`src/rtl/cache_pkg.sv`:
```
`default_nettype none
// ============================================================================
//  Package   : cache_pkg
//  Purpose   : Shared types, geometry constants and width helpers for data_cache
//  Revision  : 1.0  initial release
// ============================================================================
package cache_pkg;

    localparam int ADDR_W         = 32;
    localparam int WORD_W         = 32;
    localparam int LINE_BYTES     = 16;
    localparam int WORDS_PER_LINE = LINE_BYTES / 4;
    localparam int LINE_W         = LINE_BYTES * 8;

    typedef enum logic [1:0] {
        IDLE      = 2'd0,
        COMPARE   = 2'd1,
        WRITEBACK = 2'd2,
        ALLOCATE  = 2'd3
    } cache_state_e;

    typedef struct packed {
        logic              valid;
        logic              we;
        logic [ADDR_W-1:0] addr;
        logic [LINE_W-1:0] wdata;
    } mem_req_t;

    function automatic int offset_width();
        return $clog2(LINE_BYTES);
    endfunction

    function automatic int index_width(input int num_sets);
        return $clog2(num_sets);
    endfunction

    function automatic int tag_width(input int num_sets);
        return ADDR_W - index_width(num_sets) - offset_width();
    endfunction

endpackage
`default_nettype wire

```
`src/rtl/data_cache_if.sv`:
```
`default_nettype none
// ============================================================================
//  Interface : data_cache_if
//  Purpose   : CPU request/response and backing-memory line bus of data_cache
//  Revision  : 1.0  initial release
// ============================================================================
interface data_cache_if;
    import cache_pkg::*;

    logic                is_input_valid;
    logic [ADDR_W-1:0]   addr;
    logic                mem_read;
    logic                mem_write;
    logic [WORD_W-1:0]   din;
    logic                is_ready;
    logic                is_output_valid;
    logic [WORD_W-1:0]   dout;
    logic                is_hit;

    logic                mem_req_valid;
    logic                mem_req_we;
    logic [ADDR_W-1:0]   mem_req_addr;
    logic [LINE_W-1:0]   mem_req_wdata;
    logic                mem_resp_valid;
    logic [LINE_W-1:0]   mem_resp_data;

    // master: the CPU pipeline plus backing memory surrounding the cache
    modport master (
        output is_input_valid, addr, mem_read, mem_write, din,
        output mem_resp_valid, mem_resp_data,
        input  is_ready, is_output_valid, dout, is_hit,
        input  mem_req_valid, mem_req_we, mem_req_addr, mem_req_wdata
    );

    modport slave (
        input  is_input_valid, addr, mem_read, mem_write, din,
        input  mem_resp_valid, mem_resp_data,
        output is_ready, is_output_valid, dout, is_hit,
        output mem_req_valid, mem_req_we, mem_req_addr, mem_req_wdata
    );

endinterface
`default_nettype wire

```
`src/rtl/cache_line_store.sv`:
```
`default_nettype none
// ============================================================================
//  Module    : cache_line_store
//  Purpose   : Tag/valid/dirty/data arrays, one async read port, one write port
//  Revision  : 1.0  initial release
// ============================================================================
module cache_line_store
    import cache_pkg::*;
#(
    parameter int NUM_SETS = 16,
    parameter int INDEX_W  = index_width(NUM_SETS),
    parameter int TAG_W    = tag_width(NUM_SETS)
) (
    input  logic               clk,
    input  logic               reset,
    input  logic [INDEX_W-1:0] index,
    output logic [TAG_W-1:0]   rd_tag,
    output logic               rd_valid,
    output logic               rd_dirty,
    output logic [LINE_W-1:0]  rd_line,
    input  logic               line_we,
    input  logic [TAG_W-1:0]   line_tag,
    input  logic [LINE_W-1:0]  line_data,
    input  logic               word_we,
    input  logic [1:0]         word_sel,
    input  logic [WORD_W-1:0]  word_data,
    input  logic               clean_we
);

    logic [NUM_SETS-1:0] r_valid;
    logic [NUM_SETS-1:0] r_dirty;
    logic [TAG_W-1:0]    r_tag [NUM_SETS];

    always_ff @(posedge clk) begin
        if (reset) begin
            r_valid <= '0;
            r_dirty <= '0;
        end else if (line_we) begin
            r_valid[index] <= 1'b1;
            r_dirty[index] <= 1'b0;
        end else if (word_we) begin
            r_dirty[index] <= 1'b1;
        end else if (clean_we) begin
            r_dirty[index] <= 1'b0;
        end
    end

    always_ff @(posedge clk) begin
        if (line_we) begin
            r_tag[index] <= line_tag;
        end
    end

    assign rd_tag   = r_tag[index];
    assign rd_valid = r_valid[index];
    assign rd_dirty = r_dirty[index];

    // One bank per word so a store touches a single word without read-modify-write
    generate
        for (genvar w = 0; w < WORDS_PER_LINE; w++) begin : g_word
            logic [WORD_W-1:0] r_data [NUM_SETS];

            always_ff @(posedge clk) begin
                if (line_we) begin
                    r_data[index] <= line_data[w*WORD_W +: WORD_W];
                end else if (word_we && (word_sel == 2'(w))) begin
                    r_data[index] <= word_data;
                end
            end

            assign rd_line[w*WORD_W +: WORD_W] = r_data[index];
        end
    endgenerate

endmodule
`default_nettype wire

```
`src/rtl/data_cache.sv`:
```
`default_nettype none
// ============================================================================
//  Module    : data_cache
//  Purpose   : Direct-mapped write-back/write-allocate data cache for MEM stage.
//              Optional DATA_CACHE_STATS_EN adds hit_count/miss_count outputs.
//  Revision  : 1.0  initial release
// ============================================================================
module data_cache
    import cache_pkg::*;
#(
    parameter int NUM_SETS = 16
) (
    input  logic        clk,
    input  logic        reset,
    data_cache_if.slave bus
`ifdef DATA_CACHE_STATS_EN
    ,
    output logic [31:0] hit_count,
    output logic [31:0] miss_count
`endif
);

    localparam int INDEX_W  = index_width(NUM_SETS);
    localparam int TAG_W    = tag_width(NUM_SETS);
    localparam int OFFSET_W = offset_width();

    localparam logic [1:0] c_st_idle      = IDLE;
    localparam logic [1:0] c_st_compare   = COMPARE;
    localparam logic [1:0] c_st_writeback = WRITEBACK;
    localparam logic [1:0] c_st_allocate  = ALLOCATE;

    logic [1:0]        r_state;
    logic [ADDR_W-1:0] r_addr;
    logic [WORD_W-1:0] r_din;
    logic              r_is_store;
    logic              r_missed;
    logic              r_out_valid;
    logic [WORD_W-1:0] r_dout;
    logic              r_hit;
    mem_req_t          r_req;

    logic [INDEX_W-1:0] w_index;
    logic [TAG_W-1:0]   w_tag;
    logic [1:0]         w_word;
    logic [TAG_W-1:0]   w_stored_tag;
    logic               w_valid;
    logic               w_dirty;
    logic [LINE_W-1:0]  w_line;
    logic [WORD_W-1:0]  w_word_data;
    logic               w_hit;
    logic               w_accept;
    logic               w_resp;
    logic               w_unused;

    assign w_index     = r_addr[OFFSET_W +: INDEX_W];
    assign w_tag       = r_addr[ADDR_W-1 -: TAG_W];
    assign w_word      = r_addr[3:2];
    assign w_word_data = w_line[{w_word, 5'b0} +: WORD_W];
    assign w_hit       = w_valid && (w_stored_tag == w_tag);
    assign w_accept    = bus.is_input_valid && (r_state == c_st_idle) &&
                         (bus.mem_read || bus.mem_write);
    // A response only counts while our own request is outstanding
    assign w_resp      = bus.mem_resp_valid && r_req.valid;
    assign w_unused    = ^r_addr[1:0];

    cache_line_store #(
        .NUM_SETS (NUM_SETS)
    ) u_store (
        .clk       (clk),
        .reset     (reset),
        .index     (w_index),
        .rd_tag    (w_stored_tag),
        .rd_valid  (w_valid),
        .rd_dirty  (w_dirty),
        .rd_line   (w_line),
        .line_we   ((r_state == c_st_allocate) && w_resp),
        .line_tag  (w_tag),
        .line_data (bus.mem_resp_data),
        .word_we   ((r_state == c_st_compare) && w_hit && r_is_store),
        .word_sel  (w_word),
        .word_data (r_din),
        .clean_we  ((r_state == c_st_writeback) && w_resp)
    );

    always_ff @(posedge clk) begin
        if (reset) begin
            r_state     <= c_st_idle;
            r_addr      <= '0;
            r_din       <= '0;
            r_is_store  <= 1'b0;
            r_missed    <= 1'b0;
            r_out_valid <= 1'b0;
            r_dout      <= '0;
            r_hit       <= 1'b0;
            r_req       <= '0;
        end else begin
            r_out_valid <= 1'b0;
            case (r_state)
                c_st_idle: begin
                    if (w_accept) begin
                        r_state    <= c_st_compare;
                        r_addr     <= bus.addr;
                        r_din      <= bus.din;
                        r_is_store <= bus.mem_write;
                        r_missed   <= 1'b0;
                    end
                end
                c_st_compare: begin
                    if (w_hit) begin
                        r_state     <= c_st_idle;
                        r_out_valid <= 1'b1;
                        r_hit       <= !r_missed;
                        if (!r_is_store) begin
                            r_dout <= w_word_data;
                        end
                    end else begin
                        r_missed    <= 1'b1;
                        r_req.valid <= 1'b1;
                        if (w_valid && w_dirty) begin
                            r_state     <= c_st_writeback;
                            r_req.we    <= 1'b1;
                            r_req.addr  <= {w_stored_tag, w_index, {OFFSET_W{1'b0}}};
                            r_req.wdata <= w_line;
                        end else begin
                            r_state     <= c_st_allocate;
                            r_req.we    <= 1'b0;
                            r_req.addr  <= {w_tag, w_index, {OFFSET_W{1'b0}}};
                            r_req.wdata <= '0;
                        end
                    end
                end
                c_st_writeback: begin
                    if (w_resp) begin
                        r_state     <= c_st_allocate;
                        r_req.valid <= 1'b0;
                    end
                end
                c_st_allocate: begin
                    // After a writeback the fill request goes out one idle cycle later
                    if (w_resp) begin
                        r_state     <= c_st_compare;
                        r_req.valid <= 1'b0;
                    end else if (!r_req.valid) begin
                        r_req.valid <= 1'b1;
                        r_req.we    <= 1'b0;
                        r_req.addr  <= {w_tag, w_index, {OFFSET_W{1'b0}}};
                        r_req.wdata <= '0;
                    end
                end
                default: r_state <= c_st_idle;
            endcase
        end
    end

    assign bus.is_ready        = (r_state == c_st_idle);
    assign bus.is_output_valid = r_out_valid;
    assign bus.dout            = r_dout;
    assign bus.is_hit          = r_hit;
    assign bus.mem_req_valid   = r_req.valid;
    assign bus.mem_req_we      = r_req.we;
    assign bus.mem_req_addr    = r_req.addr;
    assign bus.mem_req_wdata   = r_req.wdata;

`ifdef DATA_CACHE_STATS_EN
    logic [31:0] r_hit_count;
    logic [31:0] r_miss_count;

    always_ff @(posedge clk) begin
        if (reset) begin
            r_hit_count  <= '0;
            r_miss_count <= '0;
        end else if ((r_state == c_st_compare) && w_hit) begin
            if (r_missed) begin
                r_miss_count <= r_miss_count + 32'd1;
            end else begin
                r_hit_count <= r_hit_count + 32'd1;
            end
        end
    end

    assign hit_count  = r_hit_count;
    assign miss_count = r_miss_count;
`endif

endmodule
`default_nettype wire
```
`src/flat_wrapper.sv`:
```
// flat-port wrapper written by rule: the top's interface ports become plain ports
module data_cache_flat import cache_pkg::*;
#(
    parameter int NUM_SETS = 16
)
  (clk, reset, bus_is_input_valid, bus_addr, bus_mem_read, bus_mem_write, bus_din, bus_mem_resp_valid, bus_mem_resp_data, bus_is_ready, bus_is_output_valid, bus_dout, bus_is_hit, bus_mem_req_valid, bus_mem_req_we, bus_mem_req_addr, bus_mem_req_wdata);
  data_cache_if bus_i ();
  input  logic clk;
  input  logic reset;
  input wire logic [$bits(bus_i.is_input_valid)-1:0] bus_is_input_valid;
  input wire logic [$bits(bus_i.addr)-1:0] bus_addr;
  input wire logic [$bits(bus_i.mem_read)-1:0] bus_mem_read;
  input wire logic [$bits(bus_i.mem_write)-1:0] bus_mem_write;
  input wire logic [$bits(bus_i.din)-1:0] bus_din;
  input wire logic [$bits(bus_i.mem_resp_valid)-1:0] bus_mem_resp_valid;
  input wire logic [$bits(bus_i.mem_resp_data)-1:0] bus_mem_resp_data;
  output wire logic [$bits(bus_i.is_ready)-1:0] bus_is_ready;
  output wire logic [$bits(bus_i.is_output_valid)-1:0] bus_is_output_valid;
  output wire logic [$bits(bus_i.dout)-1:0] bus_dout;
  output wire logic [$bits(bus_i.is_hit)-1:0] bus_is_hit;
  output wire logic [$bits(bus_i.mem_req_valid)-1:0] bus_mem_req_valid;
  output wire logic [$bits(bus_i.mem_req_we)-1:0] bus_mem_req_we;
  output wire logic [$bits(bus_i.mem_req_addr)-1:0] bus_mem_req_addr;
  output wire logic [$bits(bus_i.mem_req_wdata)-1:0] bus_mem_req_wdata;
  assign bus_i.is_input_valid = bus_is_input_valid;
  assign bus_i.addr = bus_addr;
  assign bus_i.mem_read = bus_mem_read;
  assign bus_i.mem_write = bus_mem_write;
  assign bus_i.din = bus_din;
  assign bus_i.mem_resp_valid = bus_mem_resp_valid;
  assign bus_i.mem_resp_data = bus_mem_resp_data;
  assign bus_is_ready = bus_i.is_ready;
  assign bus_is_output_valid = bus_i.is_output_valid;
  assign bus_dout = bus_i.dout;
  assign bus_is_hit = bus_i.is_hit;
  assign bus_mem_req_valid = bus_i.mem_req_valid;
  assign bus_mem_req_we = bus_i.mem_req_we;
  assign bus_mem_req_addr = bus_i.mem_req_addr;
  assign bus_mem_req_wdata = bus_i.mem_req_wdata;
  data_cache #(.NUM_SETS(NUM_SETS)) u_core (.clk(clk), .reset(reset), .bus(bus_i));
endmodule
```
`config.mk`:
```
export PLATFORM = sky130hd
export DESIGN_NAME = data_cache_flat
export DESIGN_NICKNAME = d
export VERILOG_FILES = /design/src/rtl/cache_pkg.sv /design/src/rtl/data_cache_if.sv /design/src/rtl/cache_line_store.sv /design/src/rtl/data_cache.sv /design/src/flat_wrapper.sv
export SDC_FILE = /design/constraint.sdc
export NUM_CORES = 2
export LEC_CHECK = 0
export ABC_CLOCK_PERIOD_IN_PS = 4900
export BUFFER_PORTS_ARGS = -buffer_cell sky130_fd_sc_hd__buf_2
export CAP_MARGIN = 20
export CELL_PAD_IN_SITES_DETAIL_PLACEMENT = 1
export CELL_PAD_IN_SITES_GLOBAL_PLACEMENT = 1
export CORE_MARGIN = 2
export CORE_UTILIZATION = 36
export DETAILED_ROUTE_END_ITERATION = 8
export GPL_TIMING_DRIVEN = 0
export MAX_ROUTING_LAYER = met4
export PLACE_DENSITY_LB_ADDON = 0.2
export SETUP_SLACK_MARGIN = 0.5
export SLEW_MARGIN = 15
export SYNTH_ARGS = -nofsm -noshare
export SYNTH_HDL_FRONTEND = slang
export SYNTH_SLANG_ARGS = --single-unit
```
`constraint.sdc`:
```
create_clock -name clk -period 4.9 [get_ports clk]
set_input_delay 0.98 -clock clk [delete_from_list [all_inputs] [get_ports clk]]
set_output_delay 0.98 -clock clk [all_outputs]
set_load 0.02 [all_outputs]
```
==> run metrics <==
EDFF count, synth=2432; Die W=552 µm; CTS sink count=2726; Flop pwr share=45.6%; Synth cell types=68; post-route ant nets=0; run status=finished, violations left; CP delay by family, top=buffers and inverters; DR pass1 iterations=5; # port buffers=387; CP bufs+invs=8; routability cong.=0.893; Worst Hold Path Cells=3; Worst EP required=5.51 ns; Slew headroom=-5.17%; gr usage total=28.4%; antenna violations before repair=65; Internal=41.5 mW; setup tns final=0 ns; CTS tree=built; Most common cell on crit path=buf_12; Slowest-stage cell, CP=mux4_2; # placed instances=10017; Setup Viol. Count Final=0; switch share=27.5%; cell count after synthesis=5485; violated checks=capacitance limit, slew limit; Min-Delay Startpoint=bus_din[24]; layout cells sized above 1=39.2%; wire length per cell=41.5 µm; final instance area=139000 µm²; Crit Path Class=reg2reg; starting DRC count in detailed routing=9934; Row Count=201; CP peak stage delay=0.53 ns; CTS Hold Buffers Added=0; P&R area growth vs syn=28.3%; Hold Path Class=in2reg; hold worst-path end=u_core.r_din[24]; drt total wl=460000 µm; placed cell area=120000 µm²; largest net degree at the start of global routing=24; most common cell after layout, fill and taps aside=edfxtp_1; clk root buf=clkbuf_16; clock skew=0.0644 ns; routed vias=66731; Worst Path Arrival=5.25 ns; nets@finish=7018; Num CTS Buffers=304; final hold vios=0; post-synthesis sequential area ratio=72.9%; Warnings, synthesis=0; crit end category=register; FF/Latch Area=79000 µm²; Finished Layout Cells=11070; capture point of the worst reg-to-reg path=u_core.u_store.g_word[2].r_data[0][18]; latest clock arrival within the worst-skew pair=0.95 ns; final worst slack=0.263 ns; Tmin final=4.64 ns; GRT Residual Overflow=0; share of flip-flops with an asynchronous set or reset=0%; H-tree depth=5; post-synthesis average cell area=19.7 µm²; clock buffer depth=4; clock-pin slew on the worst setup and hold paths=0.06 ns; Worst VDD drop=0.280 mV; RSZ-0062 raised after global routing=true; Max Clk Rate=216 MHz; residual DRC count=0; period utilisation layout=94.6%; first-pass GRT wire length=567000 µm; Leak=45.6 nW; Starting Density=36.2%; Mapped Area=108000 µm²; DPL Wire Length=304000 µm; reg2reg path depth=17; worst reg2reg setup slack=0.26 ns; Power Density=412 nW/µm²; die footprint=305000 µm²; Final Total Pwr=57.2 mW; Seq cells post-synth=2726; Comb pwr share=14.4%; CORE AREA=300000 µm²; Startpoint Class=register; Least-Margin Pin Slew=1.58 ns; Clock Power Share=40.1%; fillers=27749; most frequent cells in the layout=edfxtp_1 (2432), mux4_2 (751), buf_2 (428); Max Cap Viol=1; Slew Limit Fails=10; Ports=395; area taken by multi-input logic gates=30300 µm²; dominant synthesized flop cell=edfxtp_1; CP Max Fanout=8; CP cell instances=buf_12, buf_12, buf_16, mux4_2, mux2i_2, mux2i_2, xnor2_2, nand3_2, nor4b_4, and4_4, buf_12, a31oi_4, buf_12, buf_12, nor2_4, buf_12, clkbuf_16; die span in y=552 µm; vias in the first global route=62843; DP Worst Slack=-2.11 ns; P_sw=15.7 mW; routed vias/inst=6.03
## worst min-delay path, stage by stage
cell	delay, ns
buf_2	0.10
nand2_1	0.04
a21oi_1	0.05
## per-stage QoR
stage | utilization (%) | hold WS (ns)
after floorplan | - | 0.435
after global placement | 38.5 | 0.445
after detailed placement | 40.1 | 0.458
after CTS | 44.6 | 0.210
after global routing | 46.4 | 0.261
final | 46.4 | 0.264
## synth_stat cells, types with 10 or more instances
library cell | instances | area [µm²]
inv_1 | 13 | 48.8
nand2_1 | 187 | 702
nor3b_1 | 130 | 976
xnor2_1 | 16 | 140
buf_2 | 72 | 360
mux2_4 | 120 | 1800
buf_1 | 36 | 135
a31oi_1 | 12 | 75.1
nor2_1 | 144 | 541
a21oi_2 | 20 | 175
edfxtp_1 | 2432 | 73000
nand3b_1 | 10 | 75.1
nor3_1 | 18 | 90.1
nor2b_1 | 33 | 206
mux2_2 | 26 | 293
dfxtp_1 | 294 | 5890
mux2i_1 | 86 | 861
a21oi_1 | 142 | 711
nand2b_1 | 149 | 932
mux4_2 | 748 | 16800
o21ai_0 | 206 | 1030
buf_6 | 22 | 248
nand3_1 | 196 | 981
clkbuf_1 | 235 | 882
a22oi_1 | 14 | 105
## kinds of logic (layout without fill, tap and decap cells)
family	count (synthesis)	count (layout)	synth area share, %
muxes	985	1108	18.4
DFF	2726	2726	72.9
adders and majority gates	4	4	0.0462
other	1	51	0.00346
xor gates and xnor gates	21	21	0.170
AOI/OAI and AO/OA	447	447	2.35
buffers and inverters	389	1843	1.65
and+or+nand+nor	912	912	4.53
## final cells by class
class | count | share of cell area, %
repair buffers | 899 | 8.64
flip-flops and latches | 2726 | 56.8
diodes | 47 | 0.0847
clock inverters | 142 | 0.961
well taps | 3958 | 3.57
clock buffers | 413 | 6.10
inverters | 14 | 0.0378
multi-input cells | 2496 | 21.8
plain buffers | 375 | 1.93
## layer usage
metal / part of all wire [%] / up-vias / GRT usage [%]
met1: 37 / 36227 / 35.4
met2: 47 / 4130 / 44.3
met3: 9.4 / 941 / 4.93
met4: 6.4 / 0 / 15.1
li1: - / 25433 / -
met5: 0 / - / -
## state kept, by name, summed over array words and instances (netlist names), named ones only
register	flops
u_core.bus.dout	32
u_core.r_is_store	1
u_core.r_missed	1
u_core.bus.is_hit	1
u_core.r_din	32
u_core.u_store.r_tag	384
u_core.u_store.r_valid	16
u_core.r_state	2
u_core.u_store.g_word.r_data	2048
u_core.bus.mem_req_wdata	128
u_core.bus.mem_req_valid	1
u_core.bus.is_output_valid	1
u_core.r_addr	30
u_core.bus.mem_req_addr	28
u_core.bus.mem_req_we	1
## what timing repair did
item,CTS,global route
endpoints found under the setup margin,4318,4175
resized for setup,308,347
pin swaps,51,41
cloned,35,187
setup buffers,143,84
## worst max path at each step
stage,from,endpoint,slack [ns],cells past startpoint
6_report,register,u_core.u_store.g_word[2].r_data[0][18],0.26,17
5_1_grt,register,u_core.u_store.g_word[2].r_data[0][18],0.28,17
4_1_cts,u_core.r_addr[4],u_core.bus.mem_req_addr[8],0.28,12
3_5_place_dp,register,u_core.u_store.g_word[3].r_data[11][15],-2.11,14
3_3_place_gp,register,u_core.u_store.g_word[3].r_data[1][13],-4.80,13
2_1_floorplan,register,u_core.u_store.g_word[3].r_data[15][0],-0.01,13
## power groups by stage
stage / clock [mW] / combinational [mW] / sequential, mW
finish: 22.9 / 8.21 / 26.1
floorplan: 0 / 3.85 / 26.1
detailed placement: 0 / 7.47 / 26.5
global placement: 0 / 7.08 / 26.6
CTS: 23.0 / 7.76 / 26.0
global route: 23.9 / 8.33 / 26.0
(Power assumes the default switching activity.)
